--- src/rtl/cmul_arbiter.sv ---
// cmul_arbiter: two-requester round-robin front end for a shared 2-stage complex multiplier.
// Define CMUL_ARB_ROUND_EN for round-half-up scaling; plain truncation otherwise.
module cmul_arbiter #(
  parameter int WIDTH = 16,
  parameter int TAGW  = 4
) (
  input  logic                    clock,
  input  logic                    reset,
  input  logic [1:0]              req_valid,
  output logic [1:0]              req_ready,
  input  logic signed [WIDTH-1:0] req0_ar,
  input  logic signed [WIDTH-1:0] req0_ai,
  input  logic signed [WIDTH-1:0] req0_br,
  input  logic signed [WIDTH-1:0] req0_bi,
  input  logic signed [WIDTH-1:0] req1_ar,
  input  logic signed [WIDTH-1:0] req1_ai,
  input  logic signed [WIDTH-1:0] req1_br,
  input  logic signed [WIDTH-1:0] req1_bi,
  input  logic [TAGW-1:0]         req0_tag,
  input  logic [TAGW-1:0]         req1_tag,
  output logic                    res_valid,
  input  logic                    res_ready,
  output logic                    res_id,
  output logic [TAGW-1:0]         res_tag,
  output logic signed [WIDTH-1:0] res_mr,
  output logic signed [WIDTH-1:0] res_mi
);
  localparam int P = 2 * WIDTH;
`ifdef CMUL_ARB_ROUND_EN
  localparam logic signed [P-1:0] rnd = P'(1) <<< (WIDTH - 2);
`else
  localparam logic signed [P-1:0] rnd = '0;
`endif
  logic                    s1_valid, s1_id, s2_valid, s2_id, last;
  logic                    adv1, adv2, g, acc;
  logic [TAGW-1:0]         s1_tag, s2_tag;
  logic signed [WIDTH-1:0] s1_ar, s1_ai, s1_br, s1_bi, s2_mr, s2_mi, mr, mi;
  logic signed [P-1:0]     arbr, arbi, aibr, aibi;

  function automatic logic signed [WIDTH-1:0] tr(input logic signed [P-1:0] p);
    return WIDTH'((p + rnd) >>> (WIDTH - 1));
  endfunction

  always_comb begin
    adv2      = !s2_valid | res_ready;
    adv1      = !s1_valid | adv2;
    g         = &req_valid ? !last : req_valid[1];
    acc       = reset & |req_valid & adv1;
    req_ready = acc ? (g ? 2'b10 : 2'b01) : 2'b00;
    arbr      = P'(s1_ar) * P'(s1_br);
    arbi      = P'(s1_ar) * P'(s1_bi);
    aibr      = P'(s1_ai) * P'(s1_br);
    aibi      = P'(s1_ai) * P'(s1_bi);
    mr        = tr(arbr) - tr(aibi);
    mi        = tr(arbi) + tr(aibr);
  end

  always_ff @(posedge clock) begin
    if (!reset) begin
      s1_valid <= 1'b0;
      s1_id    <= 1'b0;
      s1_tag   <= '0;
      s1_ar    <= '0;
      s1_ai    <= '0;
      s1_br    <= '0;
      s1_bi    <= '0;
      s2_valid <= 1'b0;
      s2_id    <= 1'b0;
      s2_tag   <= '0;
      s2_mr    <= '0;
      s2_mi    <= '0;
      last     <= 1'b1;
    end else begin
      if (adv1) begin
        s1_valid <= acc;
        if (acc) begin
          s1_id  <= g;
          s1_tag <= g ? req1_tag : req0_tag;
          s1_ar  <= g ? req1_ar : req0_ar;
          s1_ai  <= g ? req1_ai : req0_ai;
          s1_br  <= g ? req1_br : req0_br;
          s1_bi  <= g ? req1_bi : req0_bi;
          last   <= g;
        end
      end
      if (adv2) begin
        s2_valid <= s1_valid;
        if (s1_valid) begin
          s2_id  <= s1_id;
          s2_tag <= s1_tag;
          s2_mr  <= mr;
          s2_mi  <= mi;
        end
      end
    end
  end

  assign res_valid = s2_valid;
  assign res_id    = s2_id;
  assign res_tag   = s2_tag;
  assign res_mr    = s2_mr;
  assign res_mi    = s2_mi;
endmodule

--- config.mk ---
export PLATFORM = sky130hd
export DESIGN_NAME = cmul_arbiter
export DESIGN_NICKNAME = d
export VERILOG_FILES = /design/src/rtl/cmul_arbiter.sv
export SDC_FILE = /design/constraint.sdc
export NUM_CORES = 2
export LEC_CHECK = 0
export ABC_AREA = 0
export BUFFER_PORTS_ARGS = -buffer_cell sky130_fd_sc_hd__buf_2
export CAP_MARGIN = 20
export CORE_ASPECT_RATIO = 0.6
export CORE_MARGIN = 4
export CORE_UTILIZATION = 36
export DETAILED_ROUTE_END_ITERATION = 10
export HOLD_SLACK_MARGIN = 0.06
export PLACE_DENSITY = 0.49
export SYNTH_ARGS = -nofsm -noshare
export SYNTH_HDL_FRONTEND = slang
export SYNTH_SLANG_ARGS = --single-unit
--- constraint.sdc ---
create_clock -name clock -period 11.6 [get_ports clock]
set_input_delay 2.32 -clock clock [delete_from_list [all_inputs] [get_ports clock]]
set_output_delay 2.32 -clock clock [all_outputs]
set_load 0.02 [all_outputs]
### Word-level counts from Yosys, hierarchy flattened

Cells that the tools add are included.

* word-level logic and storage cells: 38
* output and inout bits: 40
* bits of input ports: 141
* bits in registers: 109

* multiplexer cells: 8
* add/subtract/negate cells: 2
* reductions and logical operators: 7
* bitwise operators: 4
* multipliers: 4

Operators by type and width (number)
* $mul A16 B16 Y31: 4
* $mux W16: 4
* $add A16 B16 Y16: 1
* $sub A16 B16 Y16: 1
* $reduce_and A2 Y1: 3
* $mux W2: 2
* $mux W4: 1
* $logic_not A1 Y1: 3
* $and A1 B1 Y1: 2
* $or A1 B1 Y1: 2
* $reduce_or A2 Y1: 1
* $mux W1: 1

### Logic depth before layout (Yosys ltp)

* depth in word-level cells: 5
* gate-level depth with buffers: 36
* depth with buffers taken out: 34

### Worst setup path after synthesis

OpenSTA, ideal clock, no wires.

* path kind: reg2reg
* from: register s1_ai[15]
* to: register s2_mi[15] (netlist: res_mi[15])
* library setup time: 132 ps
* setup slack: 3902 ps
* period minus slack after synthesis: 7698 ps
* stages on the path, launching flop included: 34
* buffers on the path: 3
* data required time: 11468 ps
* arrival: 7566 ps
* cells stage by stage: dfxtp_1 > clkbuf_1 > clkbuf_1 > clkbuf_1 > nand2_1 > fa_1 > inv_1 > fa_1 > fa_1 > fa_1 > fa_1 > inv_1 > fa_1 > inv_1 > ha_1 > a21o_1 > a21oi_1 > o22ai_1 > or3_1 > a21o_1 > a21oi_1 > nand2b_1 > a21oi_1 > ha_1 > or3_1 > nor3_1 > nand2_1 > nand3_1 > o21ai_0 > o211ai_1 > o21ai_0 > xnor3_1 > xnor2_1 > a21oi_1

* word-level cells in the longest chain between the ends: 2

RTL lines
* start, declared: RTL line 37 `logic signed [WIDTH-1:0] s1_ar, s1_ai, s1_br, s1_bi, s2_mr, s2_mi, mr, mi;`
* start signal, assigned: RTL line 80 `s1_ai <= g ? req1_ai : req0_ai;`
* $mul A16 B16 Y31: RTL line 52 `aibr = P'(s1_ai) * P'(s1_br);`
* $add A16 B16 Y16: RTL line 55 `mi = tr(arbi) + tr(aibr);`
* end signal, assigned: RTL line 92 `s2_mi <= mi;`
* end, declared: RTL line 37

No other way between the ends.
A chain may end at the register's enable or synchronous reset.

### Final worst setup path

* from: register s1_br[7]
* to: register s2_mi[14] (netlist: res_mi[14])

* word-level cells in the longest chain between the ends: 2

RTL lines
* start, declared: RTL line 37
* start signal, assigned: RTL line 81 `s1_br <= g ? req1_br : req0_br;`
* $mul A16 B16 Y31: RTL line 52
* $add A16 B16 Y16: RTL line 55

No other way between the ends.

==> results.md <==
* Status: complete, no violations
* TNS Setup at 0 ps
* PostCTS Resize Cnt at 0
* RD Place Congestion at 0.856
* Post-synth EDFFs at 0
* Max Cap Viol at 0
* Slowest cell on the critical path: dfxtp_1
* NumNets Final at 6158
* Slew Limit Fails at 0
* Top-level port count at 181
* Layout cell share with drive strength beyond 1 at 6.44%
* Total power at 3030 µW
* Critical path peak fanout at 17
* Die X at 449 µm
* Starting DRT DRC Count at 2115
* Post-CTS setup buffers at 0
* Largest net degree at the start of global routing at 69
* Tcrit/Tclk final at 85.7%
* Synth-to-layout area growth at 6.98%
* Commonest non-fill, non-tap cells in the layout: inv_1, fa_1, nand2_1
* Initial Util at 36.5%
* Site row count at 96
* Synthesized area at 42100 µm²
* DRT antenna net count at 0
* Synthesized area per cell at 9.11 µm²
* Worst EP arrival at 10320 ps
* Worst path max stage delay at 1030 ps
* Synthesized flop and latch total at 109
* Hold buffers post-CTS at 0
* Fin. Hold Viols at 0
* Yosys warns at 0
* WL final at 127 mm
* CTS tree: built
* Clk_lat worst skew at 450 ps
* Syn_nets at 6120
* Setup crit start kind: flop
* Post-Place Cell Area at 44700 µm²
* Leakage power at 0.0233 µW
* Hpwl dp at 101 mm
* Vias per cell at 4.83
* CTS Root Cell: clkbuf_16
* # DRC at 0
* Antenna violations before repair at 6
* Most used cell, CP: fa_1
* H-tree depth at 3
* Remaining Overflow, GRT at 0
* Synth cell types at 57
* Port Buf Inserts at 180
* Slack of the critical path at 1660 ps
* Worst-Margin Slew at 1140 ps
* Drt wl/cell at 20.5 µm
* Die area at 123000 µm²
* GRT Util Overall at 21.7%
* Synth async-reset ratio at 0%
* CTS max path bufs at 2
* Setup Crit Path Kind: reg2reg
* Most common cell after layout, fill and taps aside: inv_1
* RSZ-0062 raised after global routing: false
* Worst IR Drop VDD at 0.0774 mV
* Core region area at 115000 µm²
* 1st-pass router iterations at 8
* Final setup fails at 0
* DR vias at 29900
* Reg clk slew, reported paths at 90 ps
* Hold crit path type: reg2reg
* Pre-CTS setup slack at 1950 ps
* Die H at 273 µm
* Crit path time final at 9940 ps
* TritonCTS Buffers at 9
* Cell Pwr Density at 67.4 nW/µm²
* Final Util at 39.1%
* Worst Path Required at 11990 ps
* Final instance area at 45000 µm²
* F_max at 101 MHz
* Vias in the first global route at 32000
* Worst Setup End Kind: flop
* Seq/Total Area, Yosys at 5.19%
* Synth Flop Type: dfxtp_1
* Clk_skew at 22.3 ps
* Relative slew slack at 23.9%
* Gate Count Post-Synth at 4619
* CTS Sinks at 109
* First-pass GRT wire length at 203 mm
synth_stat cells (8+ instances only):
library cell | count | share of area [%]
a211oi_1 | 12 | 0.21
a21boi_0 | 12 | 0.21
a21o_1 | 29 | 0.52
a21oi_1 | 56 | 0.67
a222oi_1 | 68 | 1.6
and2_1 | 464 | 6.9
and3_1 | 8 | 0.12
clkbuf_1 | 238 | 2.1
dfxtp_1 | 109 | 5.2
fa_1 | 1022 | 49
ha_1 | 338 | 10
inv_1 | 1138 | 10
nand2_1 | 582 | 5.2
nand2b_1 | 35 | 0.52
nand3_1 | 22 | 0.26
nand4_1 | 13 | 0.19
nor2_1 | 93 | 0.83
nor2b_1 | 84 | 1.2
nor3_1 | 28 | 0.33
o211ai_1 | 9 | 0.16
o21a_1 | 23 | 0.41
o21ai_0 | 53 | 0.63
xnor2_1 | 96 | 2.0
xor2_1 | 27 | 0.56
report_power, final:
group | total [µW] | switching [µW] | internal [µW]
Combinational | 2140 | 1340 | 792
Clock | 357 | 206 | 151
Sequential | 539 | 107 | 432
sequential cells by signal, indices dropped and copies added (netlist names), 4 cells and up:
| name | flops |
|---|---|
| s1_br | 16 |
| s1_bi | 16 |
| s1_tag | 4 |
| res_mr | 16 |
| s1_ai | 16 |
| res_mi | 16 |
| s1_ar | 16 |
| res_tag | 4 |
through the flow:
step,hold slack [ps],std cells
after floorplan,440,4619
after CTS,474,6180
after detailed placement,459,6164
after global placement,448,6163
final,472,6190
after global routing,501,6183
cell families (layout without fill, tap and decap cells):
kind of cell / count (synthesis) / count (layout) / share of synthesized area [%]
buffers and inverters: 1378 / 1421 / 12.3
AOI/OAI and AO/OA: 304 / 304 / 5.35
adders and majority gates: 1360 / 1360 / 58.7
DFF: 109 / 109 / 5.19
other: 0 / 9 / 0
xor gates and xnor gates: 124 / 124 / 2.61
and+or+nand+nor: 1344 / 1344 / 15.9
cell type report:
class / count / area [µm²]
multi-input combinational: 3132 / 34700
clock buffer: 10 / 229
clock inverter: 6 / 53.8
tap: 1519 / 1900
sequential: 109 / 2190
antenna: 9 / 22.5
inverter: 1140 / 4280
fill: 11700 / 70200
timing repair buffer: 265 / 1590
critical path, delay by kind of cell (launching register included):
kind,cells,cell delay [ps]
fa+ha+maj,8,3640
simple gates,10,2180
compound gates,8,2120
flops,1,1030
buf+inv,7,880
routing by layer:
metal / routed length [µm] / global-route usage [%]
met5: 0 / 0
met4: 1310 / 3.17
met3: 9430 / 4.98
met2: 49800 / 29.7
met1: 66100 / 35.0
path summary, 6_finish.rpt:
kind / from / to / slack (ps) / cells after the start
worst min register to register: res_mr[1] / res_mr[1] / 470 / 2
worst max register to register: s1_br[7] / res_mi[14] / 1660 / 33
worst max-delay path: s1_br[7] / res_mi[14] / 1660 / 33
worst min-delay path: res_mr[1] / res_mr[1] / 470 / 2
No activity file was read; power rests on OpenSTA's default activity.
